--- config.mk ---
export PLATFORM = sky130hd
export DESIGN_NAME = fetch_unit
export DESIGN_NICKNAME = d
export VERILOG_FILES = /design/src/rtl/cpu_pkg.sv /design/src/rtl/fetch_buffer.sv /design/src/rtl/fetch_unit.sv
export SDC_FILE = /design/constraint.sdc
export NUM_CORES = 1
export LEC_CHECK = 0
export CORE_UTILIZATION = 33
export DETAILED_ROUTE_END_ITERATION = 6
export GPL_ROUTABILITY_DRIVEN = 0
export SLEW_MARGIN = 20
export SYNTH_ARGS = -nofsm -noshare
export SYNTH_HDL_FRONTEND = slang
export SYNTH_SLANG_ARGS = --single-unit
--- constraint.sdc ---
create_clock -name clk -period 15.32 [get_ports clk]
set_clock_uncertainty 0.1 [all_clocks]
set_input_delay 1.532 -clock clk [delete_from_list [all_inputs] [get_ports clk]]
set_output_delay 1.532 -clock clk [all_outputs]
set_load 0.005 [all_outputs]
--- src/rtl/cpu_pkg.sv ---
// Shared types and constants for the CPU front end.
// Holds the fetch FSM state encoding, the buffered fetch entry and PC helpers.
package cpu_pkg;

    typedef enum logic [1:0] {
        S_IDLE   = 2'd0,
        S_WAIT   = 2'd1,
        S_SQUASH = 2'd2
    } fetch_state_t;

    typedef struct packed {
        logic [31:0] pc;
        logic [31:0] instr;
    } fetch_entry_t;

    localparam logic [31:0] WORD_BYTES       = 32'd4;
    localparam logic [31:0] DEFAULT_RESET_PC = 32'h0000_0000;

    // Branch targets may carry stray low bits; fetch is always word aligned.
    function automatic logic [31:0] align_word(input logic [31:0] addr);
        return addr & ~(WORD_BYTES - 32'd1);
    endfunction

endpackage

--- src/rtl/fetch_buffer.sv ---
// Small synchronous FIFO of fetched {pc, instr} entries between imem and decode.
// Flush wins over push/pop so a redirect always leaves the buffer empty.
module fetch_buffer
    import cpu_pkg::*;
#(
    parameter int DEPTH = 2
) (
    input  logic                         clk,
    input  logic                         rst_n,
    input  logic                         push,
    input  fetch_entry_t                 push_entry,
    input  logic                         pop,
    input  logic                         flush,
    output fetch_entry_t                 head,
    output logic [$clog2(DEPTH+1)-1:0]   count,
    output logic                         full,
    output logic                         empty
);

    localparam int PW = $clog2(DEPTH);
    localparam int CW = $clog2(DEPTH + 1);

    fetch_entry_t   mem_q [DEPTH];
    logic [PW-1:0]  wr_ptr_q;
    logic [PW-1:0]  rd_ptr_q;
    logic [CW-1:0]  count_q;
    logic           do_push;
    logic           do_pop;

    assign full    = (count_q == CW'(DEPTH));
    assign empty   = (count_q == '0);
    assign do_pop  = pop && !empty;
    assign do_push = push && (!full || do_pop);

    always_ff @(posedge clk) begin
        if (!rst_n) begin
            wr_ptr_q <= '0;
            rd_ptr_q <= '0;
            count_q  <= '0;
            for (int i = 0; i < DEPTH; i++) begin
                mem_q[i] <= '0;
            end
        end else if (flush) begin
            wr_ptr_q <= '0;
            rd_ptr_q <= '0;
            count_q  <= '0;
        end else begin
            if (do_push) begin
                mem_q[wr_ptr_q] <= push_entry;
                wr_ptr_q        <= wr_ptr_q + PW'(1);
            end
            if (do_pop) begin
                rd_ptr_q <= rd_ptr_q + PW'(1);
            end
            count_q <= count_q + CW'(do_push) - CW'(do_pop);
        end
    end

    assign head  = mem_q[rd_ptr_q];
    assign count = count_q;

endmodule

--- src/rtl/fetch_unit.sv ---
// Instruction fetch stage: owns the PC, requests words from imem, buffers them for
// decode, squashes on redirect, and registers the BL link write toward r14.
//
//   state    | meaning
//   ---------+-----------------------------------------------------------------
//   S_IDLE   | no request outstanding; issue from fetch_pc when buffer has room
//   S_WAIT   | request on req_addr outstanding; data will be kept
//   S_SQUASH | request outstanding but redirected; wait for ack, drop the data
module fetch_unit
    import cpu_pkg::*;
#(
    parameter logic [31:0] RESET_PC  = DEFAULT_RESET_PC,
    parameter int          BUF_DEPTH = 2
) (
    input  logic        clk,
    input  logic        rst_n,
    output logic        imem_req,
    output logic [31:0] imem_addr,
    input  logic        imem_ack,
    input  logic [31:0] imem_rdata,
    input  logic        redirect_valid,
    input  logic [31:0] redirect_pc,
    input  logic        link_valid,
    input  logic [31:0] link_value,
    output logic        instr_valid,
    output logic [31:0] instr,
    output logic [31:0] instr_pc,
    input  logic        instr_ready,
    output logic        r14_we,
    output logic [31:0] r14_wdata
);

    localparam int CW = $clog2(BUF_DEPTH + 1);

    fetch_state_t  state_q;
    logic [31:0]   fetch_pc_q;
    logic [31:0]   req_addr_q;
    logic [31:0]   redirect_target;
    logic [31:0]   next_pc;

    logic          push;
    logic          pop;
    logic          flush;
    logic          buf_full;
    logic          buf_empty;
    logic [CW-1:0] buf_count;
    logic [CW-1:0] count_after_push;
    logic          space_after;
    fetch_entry_t  push_entry;
    fetch_entry_t  head;

    assign redirect_target = align_word(redirect_pc);
    assign next_pc         = fetch_pc_q + WORD_BYTES;

    assign pop        = instr_valid && instr_ready;
    assign flush      = redirect_valid;
    assign push       = (state_q == S_WAIT) && imem_ack && !redirect_valid;
    assign push_entry = '{pc: req_addr_q, instr: imem_rdata};

    // Occupancy after this cycle's push and any pop decides whether the
    // next request can go out back-to-back.
    assign count_after_push = buf_count + CW'(1) - CW'(pop);
    assign space_after      = (count_after_push < CW'(BUF_DEPTH));

    fetch_buffer #(
        .DEPTH (BUF_DEPTH)
    ) u_buffer (
        .clk        (clk),
        .rst_n      (rst_n),
        .push       (push),
        .push_entry (push_entry),
        .pop        (pop),
        .flush      (flush),
        .head       (head),
        .count      (buf_count),
        .full       (buf_full),
        .empty      (buf_empty)
    );

    always_ff @(posedge clk) begin
        if (!rst_n) begin
            state_q    <= S_IDLE;
            fetch_pc_q <= RESET_PC;
            req_addr_q <= RESET_PC;
        end else begin
            case (state_q)
                S_IDLE: begin
                    if (redirect_valid) begin
                        fetch_pc_q <= redirect_target;
                    end else if (!buf_full) begin
                        req_addr_q <= fetch_pc_q;
                        state_q    <= S_WAIT;
                    end
                end
                S_WAIT: begin
                    if (redirect_valid) begin
                        fetch_pc_q <= redirect_target;
                        state_q    <= imem_ack ? S_IDLE : S_SQUASH;
                    end else if (imem_ack) begin
                        fetch_pc_q <= next_pc;
                        if (space_after) begin
                            req_addr_q <= next_pc;
                        end else begin
                            state_q <= S_IDLE;
                        end
                    end
                end
                S_SQUASH: begin
                    // req_addr stays put: the old request must complete on its own address.
                    if (redirect_valid) begin
                        fetch_pc_q <= redirect_target;
                    end
                    if (imem_ack) begin
                        state_q <= S_IDLE;
                    end
                end
                default: begin
                    state_q <= S_IDLE;
                end
            endcase
        end
    end

    always_ff @(posedge clk) begin
        if (!rst_n) begin
            r14_we    <= 1'b0;
            r14_wdata <= 32'h0000_0000;
        end else begin
            r14_we    <= link_valid;
            r14_wdata <= link_value;
        end
    end

    assign imem_req    = (state_q == S_WAIT) || (state_q == S_SQUASH);
    assign imem_addr   = req_addr_q;
    assign instr_valid = !buf_empty;
    assign instr       = head.instr;
    assign instr_pc    = head.pc;

endmodule

==> impl_metrics.toml, run 1 <==
[floorplanning]
pin_count = 233
core_region_area_um2 = 30600
initial_core_util_pct = 33.5
chipHeight_um = 178
rows = 64
dieArea_um2 = 31700
die_w_um = 178

[setup_path]
slowest_delay_ps = 660
crit_path_start_kind = "flip-flop"
end_kind = "output pin"
crit_slowest_cell = "buf_4"
arrival_ps = 2500
worstPathCellList = "buf_4 > mux2_2 > clkdlybuf4s50_1"
worstSetupPathType = "flip-flop to output pin"
path_max_fanout = 62
cp.required_ps = 13690

[global_routing]
grt_pass1_wl_mm = 39.6
grt_usage_pct = 15.9
met2_usage_pct = 25.1
antenna_found_initial = 0
met3_usage_pct = 2.88
grt_max_degree = 63
grt_overflow = 0
gr-max-usage-layer = "met2"
grt_pass1_vias = 7113
grt_util_met1_pct = 22.4

[clocking]
htreeDepth = 1
ctsResizeCount = 0
postCtsSetupRepairBufs = 0
cts-buffers-inserted = 26
cts-root-buf = "clkbuf_16"
clk_pin_slew_ps = 60
hold_buffers = 0
cts.sink_count = 224
cts_tree = "yes"
clockBufferDepth = 3
clock_latency_ps = 530

[detailed_routing]
drt-initial-drc-count = 396
first_pass_iters = 5
remaining_drc_errors = 0
via_per_inst = 4.98
ant_nets = 0
wl_per_cell_um = 17.0
routed_wl_mm = 25.9
vias = 7575

[timing]
clock.fmax_mhz = 242
rsz0062_at_grt = "false"
hold_viol_final = 0
final.period_utilization_pct = 27.0
tns_ps = 0
whs_ps = 409
finalSetupViolations = 0
drv_slew = 0
worst_pin_slew_ps = 970
max_slew_margin_pct = 35.1
fin_crit_ps = 4130

[finish]
design_area_um2 = 13700
diodes = 0
final_nets = 1215
area_delta_synth_final_pct = 33.4
final_cells = 1522
drive_gt1_share_pct = 12.1

[logic_synthesis]
yosysWarnings = 0
synthFlopType = "edfxtp_1"
synth-seq-cells = 224
syn_inst = 911
synth_seq_area_share_pct = 55.9
syn_area_um2 = 10200
async_flop_share_pct = 0
syn_area_per_cell_um2 = 11.2
ys_types = 61
synth-edff-count = 124

[power_and_ir_drop]
clock_power_share_pct = 41.2
swShare_pct = 24.4
leakagePower_nw = 4.98
p_per_area_nw_per_um2 = 116
p_comb_share_pct = 13.7
p_switching_uw = 388
internal_power_mw = 1.20
p_seq_share_pct = 45.0
vdd_ir_drop_max_uv = 73.2

[place]
dpl_cell_area_um2 = 12700
dp.cells = 1474
dpl.hpwl_mm = 16.4
portBuffers = 226

[status]
status = "complete, no violations"

[job]
maxCapViolations = 0

[worst_hold_path]
hp-class = "flip-flop to flip-flop"
-- power groups by stage --
stage | Clock [mW] | Sequential (mW) | Combinational, mW
after global routing | 0.699 | 0.722 | 0.240
after CTS | 0.675 | 0.716 | 0.221
after global placement | 0 | 0.727 | 0.219
after floorplan | 0 | 0.715 | 0.116
final | 0.656 | 0.716 | 0.219
after detailed placement | 0 | 0.729 | 0.220
-- cell type report --
| cell class | count | area [um2] |
|---|---|---|
| multi-input cells | 604 | 4120 |
| well taps | 396 | 495 |
| flip-flops and latches | 224 | 5730 |
| repair buffers | 238 | 2350 |
| inverters | 12 | 45.0 |
| clock inverters | 9 | 124 |
| clock buffers | 39 | 802 |
| fillers | 2922 | 16900 |
-- synthesized netlist by cell type, types with 7 or more instances --
cell type	number	area (um2)
and2_1	159	995
edfxtp_1	124	3720
dfxtp_1	100	2000
mux2_2	63	709
nor2_1	42	158
nand2_1	41	154
o21ai_0	41	205
a21oi_1	40	200
clkbuf_1	32	120
nand3_1	21	105
nand4_1	20	125
xor2_1	18	158
buf_2	17	85.1
a31oi_1	15	93.8
xnor2_1	15	131
and3_1	14	87.6
a211oi_1	11	82.6
inv_1	9	33.8
buf_4	8	60.1
a22oi_1	7	52.6
buf_6	7	78.8
ha_1	7	87.6
nor3_1	7	35.0
o211ai_1	7	52.6
-- final timing paths --
path                      from  cells after the start           endpoint  slack (ps)
max reg2reg         state_q[0]                      7     fetch_pc_q[22]       12530
min reg2reg  u_buffer.rd_ptr_q                      2  u_buffer.rd_ptr_q         410
max                  flip-flop                      3       instr_pc[25]       11190
min          u_buffer.rd_ptr_q                      2  u_buffer.rd_ptr_q         410
-- through the flow --
| stage | utilization [%] | setup slack [ps] | power, mW |
|---|---|---|---|
| finish | 44.6 | 11190 | 1.59 |
| global route | 44.6 | 11090 | 1.66 |
| CTS | 44.6 | 11170 | 1.61 |
| detailed placement | 41.6 | 11020 | 0.950 |
| global placement | 41.6 | 11040 | 0.946 |
| floorplan | - | 8050 | 0.831 |
-- placed cells by master, fill, tap and decap left out, types with 9 or more instances in the layout --
cell	instances
mux2_2	63
xnor2_1	15
inv_1	9
nand2_1	40
edfxtp_1	124
a31oi_1	15
and3_1	14
nand4_1	20
buf_4	12
and2_1	159
clkbuf_16	28
nor2_1	42
xor2_1	18
o21ai_0	40
a21oi_1	40
nand3_1	21
a211oi_1	11
clkdlybuf4s50_1	225
dfxtp_1	99
-- logic make-up after synthesis --
kind of cell	count (synthesis)	share of synthesized area, %
simple gates	339	19.0
mux	67	7.32
xor+xnor	33	2.82
flops	224	55.9
fa+ha+maj	7	0.856
buf+inv	86	4.24
other cells	1	0.0366
compound gates	154	9.80
-- layer usage --
metal	wire (um)	share of wire [%]
met2	11800	45
met1	12100	47
met4	381	1.5
met3	1700	6.6
met5	0	0
-- worst max-delay path: cells and delay by family, from the launching register on --
kind     cells  cell delay (ps)
buf+inv      2             1160
mux          1              410
flops        1              310
-- sequential cells by signal, indices dropped and copies added (netlist names), named ones only --
signal / flops
fetch_pc_q: 30
imem_addr: 30
r14_wdata: 32
r14_we: 1
state_q: 2
u_buffer.count: 2
u_buffer.mem_q: 124
u_buffer.rd_ptr_q: 1
u_buffer.wr_ptr_q: 1
No activity file was read; power rests on OpenSTA's default activity.
==> run 2, diff against run 1 <==
clock period = 3.35 ns   (was 15.32 ns; I/O delays follow)
==> run 2 against run 1 <==
Compared with the run above: via count down 0.58%; worst hold slack got worse by 230 ps; die area unchanged; worst setup slack worse by 11000 ps; register-to-register slack worse by 12000 ps; core utilization increased by 0.053 points; cell count grew 0.46%.
==> impl_metrics.toml, run 2 (same netlist as run 1, synthesis figures left out) <==
[finish]
regMostFlops = "u_buffer.mem_q"
largest_reg_flops = 124
drive_gt1_share_pct = 12.2
final_cell_mix = "clkdlybuf4s50_1 (225), and2_1 (159), edfxtp_1 (124)"
reg.largest.list = "u_buffer.mem_q: 124 flops, r14_wdata: 32 flops"
final_common_cell = "clkdlybuf4s50_1"
area_delta_synth_final_pct = 33.6
final_nets = 1224
diodes = 0

[clocking]
ctsResizeCount = 0
clock_latency_ps = 520
cts-root-buf = "clkbuf_16"
cts_tree = "yes"
clk_pin_slew_ps = 70
clockBufferDepth = 3
cts.sink_count = 224
hold_buffers = 0
postCtsSetupRepairBufs = 0
cts-buffers-inserted = 25
htreeDepth = 1

[timing]
finalSetupViolations = 0
hold_viol_final = 0
fin_crit_ps = 2710
max_slew_margin_pct = 48.2
clock.fmax_mhz = 369
worst_pin_slew_ps = 774
final.period_utilization_pct = 80.8
tns_ps = 0
rsz0062_at_grt = "false"
drv_slew = 0
fin_ws_ps = 643

[setup_path]
worstSetupPathType = "flip-flop to output pin"
crit_slowest_cell = "dfxtp_4"
path_max_fanout = 41
slowest_delay_ps = 560
end_kind = "output pin"
arrival_ps = 2270
cp.required_ps = 2910
worstPathCellList = "buf_12 > mux2_2 > clkdlybuf4s50_1"
crit_path_start_kind = "flip-flop"

[floorplanning]
die_w_um = 178
core_region_area_um2 = 30600
pin_count = 233
rows = 64
dieArea_um2 = 31700
chipHeight_um = 178
initial_core_util_pct = 33.5

[detailed_routing]
via_per_inst = 4.93
vias = 7531
drt-initial-drc-count = 433
ant_nets = 0
first_pass_iters = 5
remaining_drc_errors = 0
routed_wl_mm = 25.7
wl_per_cell_um = 16.8

[global_routing]
grt_overflow = 0
grt_max_degree = 63
met2_usage_pct = 25.2
grt_pass1_vias = 7080
antenna_found_initial = 0
gr-max-usage-layer = "met2"
grt_util_met1_pct = 22.2
grt_usage_pct = 15.8
grt_pass1_wl_mm = 39.6
met3_usage_pct = 2.75

[place]
dpl.hpwl_mm = 17.0
dpl_worst_slack_ps = 701
portBuffers = 226

[worst_hold_path]
hp-class = "input port to flip-flop"

[power_and_ir_drop]
vdd_ir_drop_max_uv = 337
p_per_area_nw_per_um2 = 505
leakagePower_nw = 4.99

[status]
status = "complete, no violations"

[job]
maxCapViolations = 0
## run 2: cell count changes in the layout (fill, tap and decap cells not counted)
| cell | change |
|---|---|
| dfxtp_4 | +1 |
| dfxtp_2 | -1 |
| buf_4 | +2 |
| clkbuf_16 | -2 |
| inv_4 | -1 |
| clkinvlp_4 | -2 |
| clkinv_1 | +1 |
| clkbuf_1 | +4 |
| clkbuf_8 | -5 |
| clkinv_2 | +4 |
| bufinv_16 | -2 |
| buf_12 | +8 |
## run 2: final timing paths
path | start | to | slack (ps) | depth (start not counted)
worst max register to register | fetch_pc_q[2] | fetch_pc_q[28] | 680 | 6
worst min-delay path | rst_n | fetch_pc_q[26] | 180 | 3
worst min register to register | u_buffer.rd_ptr_q | flip-flop | 410 | 2
worst max-delay path | flip-flop | instr_pc[25] | 640 | 3
## run 2: where the power goes
group	internal [mW]	leakage [nW]	total [mW]	switching (mW)
Sequential	3.10	2.11	3.27	0.177
Clock	1.52	0.377	2.60	1.09
Combinational	0.555	2.50	1.03	0.473
## run 2: layout make-up
type                            instances  area [um2]
Fill cell                            2886       16900
Sequential cell                       224        5730
Multi-Input combinational cell        604        4120
Timing Repair Buffer                  248        2520
Clock buffer                           36         698
Tap cell                              396         495
Clock inverter                          9        66.3
Inverter                               12        45.0
## run 2: metal layers
layer  wire length, um  vias to the layer above
met3              1570                       36
li1                  -                     3672
met2             11700                      252
met1             12000                     3571
met5                 0                        -
met4               493                        0
## run 2: through the flow
step / total power [mW] / hold WS, ps / utilization (%) / area, um2 / instances
2_1_floorplan: 3.79 / 362 / - / 10300 / 914
3_3_place_gp: 4.35 / 387 / 42.2 / 12900 / 1484
3_5_place_dp: 4.37 / 397 / 42.2 / 12900 / 1484
4_1_cts: 7.00 / 155 / 44.7 / 13700 / 1529
5_1_grt: 7.22 / 179 / 44.7 / 13700 / 1529
6_report: 6.90 / 175 / 44.7 / 13700 / 1529
## run 2: worst max-delay path: cells and delay by family, from the launching register on
family	cells	cell delay, ps
buffers and inverters	2	790
flip-flops	1	560
multiplexers	1	370
==> run 3, diff against run 2 <==
clock period = 2.8 ns   (was 3.35 ns; I/O delays follow)
==> run 3 against run 2 <==
Compared with the run above: global-route usage grew 0.27 points; first-iteration DRC count shrank 3.9%; critical path depth is the same; critical endpoint is now instr_pc[24]; largest cell class unchanged.
==> impl_metrics.toml, run 3 (same netlist as run 1, synthesis figures left out) <==
[finish]
final_core_util_pct = 45.8
area_delta_synth_final_pct = 36.8
reg.largest.list = "u_buffer.mem_q: 124 flops, r14_wdata: 32 flops"
diodes = 0
largest_reg_flops = 124
drive_gt1_share_pct = 14.0
final_cell_mix = "clkdlybuf4s50_1 (225), and2_1 (159), edfxtp_1 (124)"
final_common_cell = "clkdlybuf4s50_1"
regMostFlops = "u_buffer.mem_q"
final_nets = 1240

[clocking]
postCtsSetupRepairBufs = 0
hold_buffers = 1
cts-root-buf = "clkbuf_16"
cts.sink_count = 224
clk_pin_slew_ps = 60
ctsResizeCount = 0
cts_tree = "yes"
htreeDepth = 1
cts-buffers-inserted = 26
clock_latency_ps = 520
clockBufferDepth = 3

[timing]
worst_pin_slew_ps = 515
clock.fmax_mhz = 398
finalSetupViolations = 0
tns_ps = 0
rsz0062_at_grt = "false"
drv_slew = 0
hold_viol_final = 0
max_slew_margin_pct = 65.7
fin_crit_ps = 2510
final.period_utilization_pct = 89.7

[setup_path]
path_max_fanout = 62
worstSetupPathType = "flip-flop to output pin"
arrival_ps = 2130
slowest_delay_ps = 500
worstPathCellList = "buf_12 > mux2_2 > clkdlybuf4s50_1"
crit_slowest_cell = "clkdlybuf4s50_1"
cp.required_ps = 2420
end_kind = "output pin"
crit_path_start_kind = "flip-flop"

[detailed_routing]
first_pass_iters = 5
routed_wl_mm = 26.1
wl_met1_mm = 11.9
vias = 7579
via_per_inst = 4.90
remaining_drc_errors = 0
top_layer = "met4"
drt-initial-drc-count = 416
wl_per_cell_um = 16.9
wl_met2_mm = 12.2
wl_met3_mm = 1.65
ant_nets = 0

[global_routing]
grt_usage_pct = 16.1
antenna_found_initial = 0
grt_pass1_vias = 7355
grt_overflow = 0
grt_max_degree = 63
grt_pass1_wl_mm = 40.2

[floorplanning]
initial_core_util_pct = 33.5
rows = 64
chipHeight_um = 178
core_region_area_um2 = 30600
die_w_um = 178
pin_count = 233
dieArea_um2 = 31700

[power_and_ir_drop]
p_per_area_nw_per_um2 = 630
leakagePower_nw = 5.16
vdd_ir_drop_max_uv = 412

[status]
status = "complete, no violations"

[place]
portBuffers = 226
dpl.hpwl_mm = 17.9

[worst_hold_path]
hp-class = "input port to flip-flop"

[job]
maxCapViolations = 0
[run 3: changes by cell type in the layout (fill, tap and decap cells not counted), sizes merged]
| cell | before | now |
|---|---|---|
| buf | 23 | 37 |
| bufinv | 1 | 4 |
| clkbuf | 36 | 37 |
| clkinv | 9 | 8 |
| dlygate4sd3 | 0 | 1 |
[run 3: layer usage]
layer | global-route usage, % | vias up
met1 | 22.0 | 3620
met5 | 0 | -
met2 | 26.5 | 225
met4 | 3.85 | 0
li1 | - | 3698
met3 | 2.69 | 36
[run 3: report_power, final]
part           total [mW]  internal (mW)  switching (mW)
combinational        1.27          0.685           0.584
clock                3.63           2.28            1.34
sequential           3.92           3.70           0.212
[run 3: critical path: cells and delay by family, from the launching register on]
kind	cells	cell delay, ps
flops	1	340
buf+inv	2	800
mux	1	380
[run 3: area by class of cell]
class                      count  area, um2
multi-input combinational    604       4120
clock inverter                11        154
timing repair buffer         263       2690
inverter                      12       45.0
fill                        2900      16600
tap                          396        495
clock buffer                  37        774
sequential                   224       5730
[run 3: final timing paths]
kind | start | endpoint | slack [ps] | cells after the start
max | flip-flop | instr_pc[24] | 290 | 3
min | link_value[29] | r14_wdata[29] | 230 | 2
max reg2reg | fetch_pc_q[3] | fetch_pc_q[28] | 380 | 6
min reg2reg | u_buffer.rd_ptr_q | u_buffer.rd_ptr_q | 410 | 2
[run 3: stage by stage]
| step | std cells | hold slack, ps | instance area, um2 | total power, mW | setup slack (ps) |
|---|---|---|---|---|---|
| finish | 1547 | 232 | 14000 | 8.81 | 290 |
| global route | 1547 | 214 | 14000 | 9.19 | 212 |
| CTS | 1547 | 202 | 14000 | 8.93 | 253 |
| detailed placement | 1498 | 411 | 13100 | 5.27 | 249 |
| global placement | 1498 | 380 | 13100 | 5.24 | 300 |
| floorplan | 914 | 307 | 10300 | 4.54 | 67.4 |
